[config.mk]
export PLATFORM = sky130hd
export DESIGN_NAME = gsm_cmd_scheduler_flat
export DESIGN_NICKNAME = d
export VERILOG_FILES = /design/src/rtl/gsm_cmd_scheduler_if.sv /design/src/rtl/gsm_cmd_scheduler.sv /design/src/flat_wrapper.sv
export SDC_FILE = /design/constraint.sdc
export NUM_CORES = 1
export LEC_CHECK = 0
export BUFFER_PORTS_ARGS = -buffer_cell sky130_fd_sc_hd__buf_2
export CORE_ASPECT_RATIO = 0.9
export CORE_MARGIN = 4
export CORE_UTILIZATION = 53
export DETAILED_ROUTE_END_ITERATION = 8
export PLACE_DENSITY = 0.79
export SYNTH_ARGS = -nofsm -noshare
export SYNTH_HDL_FRONTEND = slang
export SYNTH_SLANG_ARGS = --single-unit
[constraint.sdc]
create_clock -name clk_1mhz -period 4 [get_ports clk_1mhz]
set_clock_uncertainty 0.05 [all_clocks]
set_input_delay 0.6 -clock clk_1mhz [delete_from_list [all_inputs] [get_ports clk_1mhz]]
set_output_delay 0.6 -clock clk_1mhz [all_outputs]
set_load 0.01 [all_outputs]
[src/rtl/gsm_cmd_scheduler_if.sv]
// Command-port bundle between the gsm requesters and the scheduler.
// The master side is the requester/gsm environment; the slave side is the scheduler.
interface gsm_cmd_scheduler_if #(
  parameter int NREQ = 4
);
  logic [NREQ-1:0]   req;
  logic [4*NREQ-1:0] req_flag;
  logic [NREQ-1:0]   ack;
  logic [NREQ-1:0]   err;
  logic [3:0]        gsm_flag;
  logic              gsm_trig;
  logic              gsm_done;
  logic              busy;

  modport master (
    output req, req_flag, gsm_done,
    input  ack, err, gsm_flag, gsm_trig, busy
  );

  modport slave (
    input  req, req_flag, gsm_done,
    output ack, err, gsm_flag, gsm_trig, busy
  );
endinterface

[src/rtl/gsm_cmd_scheduler.sv]
// Shares the single flag/trig/done command port of the game state manager among
// NREQ requesters: fixed-priority arbitration (state transitions first, then
// lowest index), trig held until done or timeout, then a trig-low gap so the
// gsm's two-flop synchroniser sees a clean low between commands.
module gsm_cmd_scheduler #(
  parameter int NREQ    = 4,
  parameter int TIMEOUT = 8,
  parameter int LOW_GAP = 2
) (
  input logic                clk_1mhz,
  input logic                rst_n,
  gsm_cmd_scheduler_if.slave bus
);

  // One counter serves both the WAIT timeout and the GAP length.
  localparam int CNT_MAX = (TIMEOUT > LOW_GAP) ? TIMEOUT : LOW_GAP;
  localparam int CNT_W   = $clog2(CNT_MAX) + 1;
  localparam int IDX_W   = (NREQ > 1) ? $clog2(NREQ) : 1;

  typedef enum logic [1:0] {
    IDLE = 2'd0,
    WAIT = 2'd1,
    GAP  = 2'd2
  } state_t;

  state_t            state_q, state_d;
  logic [CNT_W-1:0]  cnt_q, cnt_d;
  logic [IDX_W-1:0]  grant_q, grant_d;
  logic [3:0]        flag_q, flag_d;
  logic              trig_q, trig_d;
  logic [NREQ-1:0]   ack_q, ack_d;
  logic [NREQ-1:0]   err_q, err_d;

  logic              win_valid;
  logic [IDX_W-1:0]  win_idx;
  logic [3:0]        win_code;

  function automatic logic is_legal(input logic [3:0] code);
    case (code)
      4'b0001, 4'b0010, 4'b0100, 4'b0101, 4'b1000,
      4'b1010, 4'b1100, 4'b1101, 4'b1110, 4'b1111: is_legal = 1'b1;
      default:                                      is_legal = 1'b0;
    endcase
  endfunction

  // Winner selection: a requester being acked this cycle is masked so its
  // still-high req (dropped one cycle later) is not served twice.
  always_comb begin
    // NOTE: every signal assigned here gets a default first, so no path can leave it unassigned and infer a latch.
    win_valid = 1'b0;
    win_idx   = '0;
    win_code  = '0;
    for (int i = NREQ - 1; i >= 0; i--) begin
      if (bus.req[i] && !ack_q[i] && !bus.req_flag[4*i+3]) begin
        win_valid = 1'b1;
        win_idx   = IDX_W'(i);
      end
    end
    for (int i = NREQ - 1; i >= 0; i--) begin
      if (bus.req[i] && !ack_q[i] && bus.req_flag[4*i+3]) begin
        win_valid = 1'b1;
        win_idx   = IDX_W'(i);
      end
    end
    for (int i = 0; i < NREQ; i++) begin
      if (win_idx == IDX_W'(i)) win_code = bus.req_flag[4*i +: 4];
    end
  end

  // Next-state and output logic of the IDLE -> WAIT -> GAP command sequence.
  always_comb begin
    state_d = state_q;
    cnt_d   = cnt_q;
    grant_d = grant_q;
    flag_d  = flag_q;
    trig_d  = trig_q;
    ack_d   = '0;
    err_d   = '0;
    case (state_q)
      IDLE: begin
        if (win_valid) begin
          if (!is_legal(win_code)) begin
            ack_d[win_idx] = 1'b1;
            err_d[win_idx] = 1'b1;
          end else begin
            flag_d  = win_code;
            trig_d  = 1'b1;
            cnt_d   = '0;
            grant_d = win_idx;
            state_d = WAIT;
          end
        end
      end
      WAIT: begin
        if (bus.gsm_done) begin
          trig_d         = 1'b0;
          ack_d[grant_q] = 1'b1;
          cnt_d          = '0;
          state_d        = GAP;
        end else if (cnt_q == CNT_W'(TIMEOUT - 1)) begin
          trig_d         = 1'b0;
          ack_d[grant_q] = 1'b1;
          err_d[grant_q] = 1'b1;
          cnt_d          = '0;
          state_d        = GAP;
        end else begin
          cnt_d = cnt_q + 1'b1;
        end
      end
      GAP: begin
        if (cnt_q == CNT_W'(LOW_GAP - 1)) begin
          cnt_d   = '0;
          state_d = IDLE;
        end else begin
          cnt_d = cnt_q + 1'b1;
        end
      end
      default: state_d = IDLE;
    endcase
  end

  // State register with synchronous active-low reset.
  always_ff @(posedge clk_1mhz) begin
    // NOTE: non-blocking assignments here so every register samples pre-edge values regardless of statement order.
    if (!rst_n) begin
      state_q <= IDLE;
      cnt_q   <= '0;
      grant_q <= '0;
      flag_q  <= 4'b0000;
      trig_q  <= 1'b0;
      ack_q   <= '0;
      err_q   <= '0;
    end else begin
      state_q <= state_d;
      cnt_q   <= cnt_d;
      grant_q <= grant_d;
      flag_q  <= flag_d;
      trig_q  <= trig_d;
      ack_q   <= ack_d;
      err_q   <= err_d;
    end
  end

  assign bus.gsm_flag = flag_q;
  assign bus.gsm_trig = trig_q;
  assign bus.ack      = ack_q;
  assign bus.err      = err_q;
  assign bus.busy     = (state_q != IDLE);

endmodule

[src/flat_wrapper.sv]
// flat-port wrapper written by rule: the top's interface ports become plain ports
module gsm_cmd_scheduler_flat 
#(
  parameter int NREQ    = 4,
  parameter int TIMEOUT = 8,
  parameter int LOW_GAP = 2
)
  (clk_1mhz, rst_n, bus_req, bus_req_flag, bus_gsm_done, bus_ack, bus_err, bus_gsm_flag, bus_gsm_trig, bus_busy);
  gsm_cmd_scheduler_if #(.NREQ(NREQ)) bus_i ();
  input logic clk_1mhz;
  input logic rst_n;
  input wire logic [$bits(bus_i.req)-1:0] bus_req;
  input wire logic [$bits(bus_i.req_flag)-1:0] bus_req_flag;
  input wire logic [$bits(bus_i.gsm_done)-1:0] bus_gsm_done;
  output wire logic [$bits(bus_i.ack)-1:0] bus_ack;
  output wire logic [$bits(bus_i.err)-1:0] bus_err;
  output wire logic [$bits(bus_i.gsm_flag)-1:0] bus_gsm_flag;
  output wire logic [$bits(bus_i.gsm_trig)-1:0] bus_gsm_trig;
  output wire logic [$bits(bus_i.busy)-1:0] bus_busy;
  assign bus_i.req = bus_req;
  assign bus_i.req_flag = bus_req_flag;
  assign bus_i.gsm_done = bus_gsm_done;
  assign bus_ack = bus_i.ack;
  assign bus_err = bus_i.err;
  assign bus_gsm_flag = bus_i.gsm_flag;
  assign bus_gsm_trig = bus_i.gsm_trig;
  assign bus_busy = bus_i.busy;
  gsm_cmd_scheduler #(.NREQ(NREQ), .TIMEOUT(TIMEOUT), .LOW_GAP(LOW_GAP)) u_core (.clk_1mhz(clk_1mhz), .rst_n(rst_n), .bus(bus_i));
endmodule
Word level (Yosys, flattened, before mapping)
Memory sizes are Yosys's and may differ from the RTL's. Cells that the tools add are included.

Bits in registers: 21. Memory bits (read-only): 16. Word-level logic and storage cells: 105. Memories: 1.

Memory list: (no name shown) (words 16, width 1, rd ports 1, clocked after memory_dff 0, wr ports 0, RTL line gsm_cmd_scheduler.sv:39) `case (code)`.

Add/subtract/negate cells: 1. $lt $le $gt $ge: 4. Equal/unequal tests: 11. Muxes and demuxes: 50. Reductions and logical operators: 31.

Operators with widths (count): $mux W4 (14); $mux W2 (13); $mux W1 (16); $pmux W4 S2 (2); $logic_and A1 B1 Y1 (14); $pmux W4 S3 (1); $logic_not A1 Y1 (8); $reduce_and A4 Y1 (2); $eq A2 B2 Y1 const B (3); $lt A2 B3 Y1 const B (2); $ne A2 B1 Y1 const B (3); $pmux W2 S3 (1); $reduce_and A3 Y1 (2); $add A4 B1 Y4 const B (1); $demux W1 S2 (2); $eq A2 B1 Y1 const B (2); $eq A4 B1 Y1 const B (1); $eq A4 B3 Y1 const B (1); $ge A2 B1 Y1 const B (2); $logic_not A2 Y1 (2); $reduce_bool A2 Y1 (2); $ne A3 B2 Y1 const B (1); $reduce_bool A3 Y1 (1); $pmux W1 S2 (1).

Longest topological paths before layout
An unclocked memory read counts as a cell.

Depth in word-level cells: 22. Gate-level depth with buffers: 12.

Worst setup path before layout
No wires, ideal clock.

Kind: input to register. Start: input port bus_req_flag[15]. End: register u_core.flag_q[0], in the netlist u_core.bus.gsm_flag[0]. Library setup time: 0.127 ns. Data arrival time: 2.909 ns. Data required time: 3.823 ns. Path slack: 0.914 ns. Stages: 12. Buffers on the path: 3. Cells stage by stage: buf_2 nor3b_1 o211ai_1 a21o_1 buf_2 or3_1 o21a_1 or4_4 nand4_4 buf_8 mux2i_1 nor2_1.

Word-level cells in the longest chain between the ends: 19.

RTL lines: start: declaration (RTL line flat_wrapper.sv:13) `input wire logic [$bits(bus_i.req_flag)-1:0] bus_req_flag;`; $logic_not A1 Y1 (RTL line gsm_cmd_scheduler.sv:54) `if (bus.req[i] && !ack_q[i] && !bus.req_flag[4*i+3]) begin`; $logic_and A1 B1 Y1 (RTL line gsm_cmd_scheduler.sv:54); $mux W2 (4 in a row) (RTL line gsm_cmd_scheduler.sv:54); $mux W2 (4 in a row) (RTL line gsm_cmd_scheduler.sv:60) `if (bus.req[i] && !ack_q[i] && bus.req_flag[4*i+3]) begin`; $logic_not A2 Y1 (RTL line gsm_cmd_scheduler.sv:66) `if (win_idx == IDX_W'(i)) win_code = bus.req_flag[4*i +: 4];`; $mux W4 (4 in a row) (RTL line gsm_cmd_scheduler.sv:66); $mem_v2 Z16 W1; $mux W1 (RTL line gsm_cmd_scheduler.sv:81) `if (win_valid) begin`; $mux W1 (RTL line gsm_cmd_scheduler.sv:79) `case (state_q)`; $reduce_and A3 Y1 (no source line); end signal: assignment (RTL line gsm_cmd_scheduler.sv:137) `flag_q <= flag_d;`; end: declaration (RTL line gsm_cmd_scheduler.sv:29) `logic [3:0] flag_q, flag_d;`.

Several ways; a longest one is shown, not always the timed one. The select of a mux whose other input is x is not followed. A chain may end at the register's enable or synchronous reset.

Worst setup path after layout
Start: input port bus_req_flag[15]. End: register u_core.cnt_q[0].

Word-level cells in the longest chain between the ends: 20.

RTL lines: $logic_not A1 Y1 (RTL line gsm_cmd_scheduler.sv:54); $logic_and A1 B1 Y1 (RTL line gsm_cmd_scheduler.sv:54); $mux W2 (4 in a row) (RTL line gsm_cmd_scheduler.sv:54); $mux W2 (4 in a row) (RTL line gsm_cmd_scheduler.sv:60); $logic_not A2 Y1 (RTL line gsm_cmd_scheduler.sv:66); $mux W4 (4 in a row) (RTL line gsm_cmd_scheduler.sv:66); $mem_v2 Z16 W1; $mux W1 (RTL line gsm_cmd_scheduler.sv:81); $mux W1 (RTL line gsm_cmd_scheduler.sv:79); $ne A2 B1 Y1 (no source line); $reduce_and A3 Y1 (no source line) (*); end signal: assignment (RTL line gsm_cmd_scheduler.sv:135) `cnt_q <= cnt_d;`; end: declaration (RTL line gsm_cmd_scheduler.sv:27) `logic [CNT_W-1:0] cnt_q, cnt_d;`.

Mark *: on every way between the ends. The rest lies on a longest branch, timed or not. The select of a mux whose other input is x is not followed.

==> results.toml <==
[run_status]
outcome = "finished, final reports clean"

[yosys]
synth_commonest_cells = "dfxtp_1 (21), nand2_1 (16), nor2_1 (12), a21oi_1 (9), nand3_1 (9)"
ys_types = 54
synth_top_area_share_pct = 28.2
synth_edf_count = 0
post-synth-top-area-cell = "dfxtp_1"
synth_area_leaders = "dfxtp_1 (28%), ha_1 (4.2%), nand2_1 (4.0%)"
synth-async-reset-ratio_pct = 0
syn-cell-area_mm2 = 0.00149
synth_cells = 179
yosysSeqAreaShare_pct = 28.2
yosysWarnings = 0
synth_most_common_cell = "dfxtp_1"
ys_ff_latch = 21
ys.flop_type = "dfxtp_1"
syn_avg_cell_area_um2 = 8.34
syn-num-nets = 207

[clock_network]
ctsResizeCount = 0
post_cts_buffers = 0
path_clk_slew_ps = 110
clock_sinks = 21
hold_buffers = 0
htreeDepth = 1
clock_latency_ps = 300
clockBufferDepth = 2
cts_tree = "yes"
cts_buffers = 3
cts-root-buf = "clkbuf_4"

[pwr]
p_leak_nw = 0.725
netSwitchingFraction_pct = 44.8
seqPwrFrac_pct = 33.3
power_mw = 0.862
p_switching_mw = 0.386
ir_worst_vdd_v = 0.000340
pwr-share-clk_pct = 11.5
combPwrFrac_pct = 55.2
cell_internal_pwr_mw = 0.476
p_per_area_mw_per_mm2 = 504

[timing]
min_period_ps = 3190
relSlewSlack_pct = 62.2
worstMarginPinSlew_ps = 560
finalSetupTns_ps = 0
finalSetupViolations = 0
fin_crit_sh_pct = 79.8
fmax_mhz = 313
fin_ws_ps = 807
final-hold-violation-count = 0
rsz0062_at_grt = "false"
slew_violations = 0

[floorplan]
die_w_um = 63.9
row_count = 17
start_util_pct = 58.0
dieHeight_um = 58.3
ioPinCount = 37
core_area_mm2 = 0.00257
die-area_mm2 = 0.00373

[grt]
grt_max_degree = 16
grt_pass1_vias = 1522
grt_remaining_overflow = 0
grtUsageTotal_pct = 22.1
antenna_found_initial = 0
grt_first_pass_wirelength_um = 6660

[placement]
dp_slack_ps = 532
io_buffers = 36
hpwlAfterDp_um = 3180
dpl_cell_area_mm2 = 0.00168
dpl.cell_count = 247
routabilityCongestion = 0.894

[cells_and_area]
fillCellCount = 221
syn_to_final_growth_pct = 14.6
stdcell_area_mm2 = 0.00171
ff_latch_area_um2 = 420
nets = 242
diodes = 0
stdcell_count = 251
drive_gt1_share_pct = 22.5
multiInputGateArea_mm2 = 0.00101

[drt]
vias_per_cell = 6.33
drtPass1Iterations = 4
drc = 0
wl_per_cell_um = 16.2
postRouteAntennaNets = 0
drt_iter0_markers = 99
wl_um = 4070
vias = 1589

[setup_path]
arrival_ps = 3400
end_kind = "register"
path_max_fanout = 15
reg2reg_from = "u_core.bus.ack[2]$_SDFF_PN0_"
critical_path_required_ps = 4200
critPathKind = "in2reg"
startpoint_type = "primary input"
critPathLaunch = "bus_req_flag[15]"

[hold_path]
hp-class = "reg2reg"
min_from = "u_core.state_q[1]$_SDFFE_PN0P_"

[job]
drv_cap = 0
-- final cells by class --
type                            instances  area share [%]
Multi-Input combinational cell        144            58.8
Sequential cell                        21            24.6
Timing Repair Buffer                   36            10.5
Tap cell                               38            2.78
Inverter                                8            1.76
Clock buffer                            4            1.54
-- cell families after synthesis --
family                   Yosys count  synth area share (%)
flip-flops                        21                  28.2
adder cells (fa/ha/maj)            5                  4.19
AO/OA/AOI/OAI                     56                  28.6
AND/OR/NAND/NOR                   79                  31.9
multiplexers                       4                  2.68
buffers and inverters             14                  4.44
-- layout by cell type, fill, tap and decap left out, types with 5 or more instances in the layout --
| master | netlist | routed |
|---|---|---|
| buf_2 | 2 | 36 |
| dfxtp_1 | 21 | 21 |
| nand2_1 | 16 | 16 |
| nor2_1 | 12 | 12 |
| a21oi_1 | 9 | 9 |
| nand3_1 | 9 | 9 |
| inv_1 | 8 | 8 |
| o32ai_1 | 6 | 6 |
| nor3b_1 | 5 | 5 |
| nand2b_1 | 5 | 5 |
| ha_1 | 5 | 5 |
-- worst paths after layout --
| check | slack, ps | end | depth (start not counted) |
|---|---|---|---|
| worst max-delay path | 810 | u_core.cnt_q[0]$_SDFFE_PN0P_ | 10 |
| worst min-delay path | 430 | u_core.state_q[1]$_SDFFE_PN0P_ | 2 |
| worst max register to register | 870 | u_core.cnt_q[0]$_SDFFE_PN0P_ | 9 |
| worst min register to register | 430 | u_core.state_q[1]$_SDFFE_PN0P_ | 2 |
-- registers in the layout, summed over array words and instances, names as in the netlist --
| signal | cells |
|---|---|
| u_core.bus.ack | 4 |
| u_core.state_q | 2 |
| u_core.bus.gsm_flag | 4 |
| u_core.bus.gsm_trig | 1 |
| u_core.grant_q | 2 |
| u_core.cnt_q | 4 |
| u_core.bus.err | 4 |
-- worst max-delay path, stage by stage --
cell,delay (ps)
buf_2,150
nor4b_1,550
a211oi_2,120
and2_1,260
and3_1,230
or2_1,270
o211ai_2,280
nand4_4,280
a2111oi_0,500
a41o_1,140
-- power by group through the flow --
stage               Clock [mW]  Combinational (mW)  Sequential, mW
floorplan                    0               0.360           0.297
global placement             0               0.453           0.286
detailed placement           0               0.467           0.291
CTS                      0.103               0.470           0.286
global route             0.112               0.525           0.292
finish                  0.0993               0.476           0.287
-- stage by stage --
step / utilization [%] / hold slack [ps]
final: 66.5 / 426
after CTS: 66.5 / 431
after global routing: 66.5 / 469
after global placement: 65.4 / 398
after floorplan: - / 396
after detailed placement: 65.4 / 414
-- routing by layer --
metal | track usage [%] | routed length (µm) | up-vias
met5 | 0 | 0 | -
met4 | 7.38 | 64 | 0
met3 | 5.73 | 368 | 8
met2 | 35.8 | 1850 | 87
met1 | 28.8 | 1790 | 739
li1 | - | - | 755
Power figures use the tool's default switching activity.
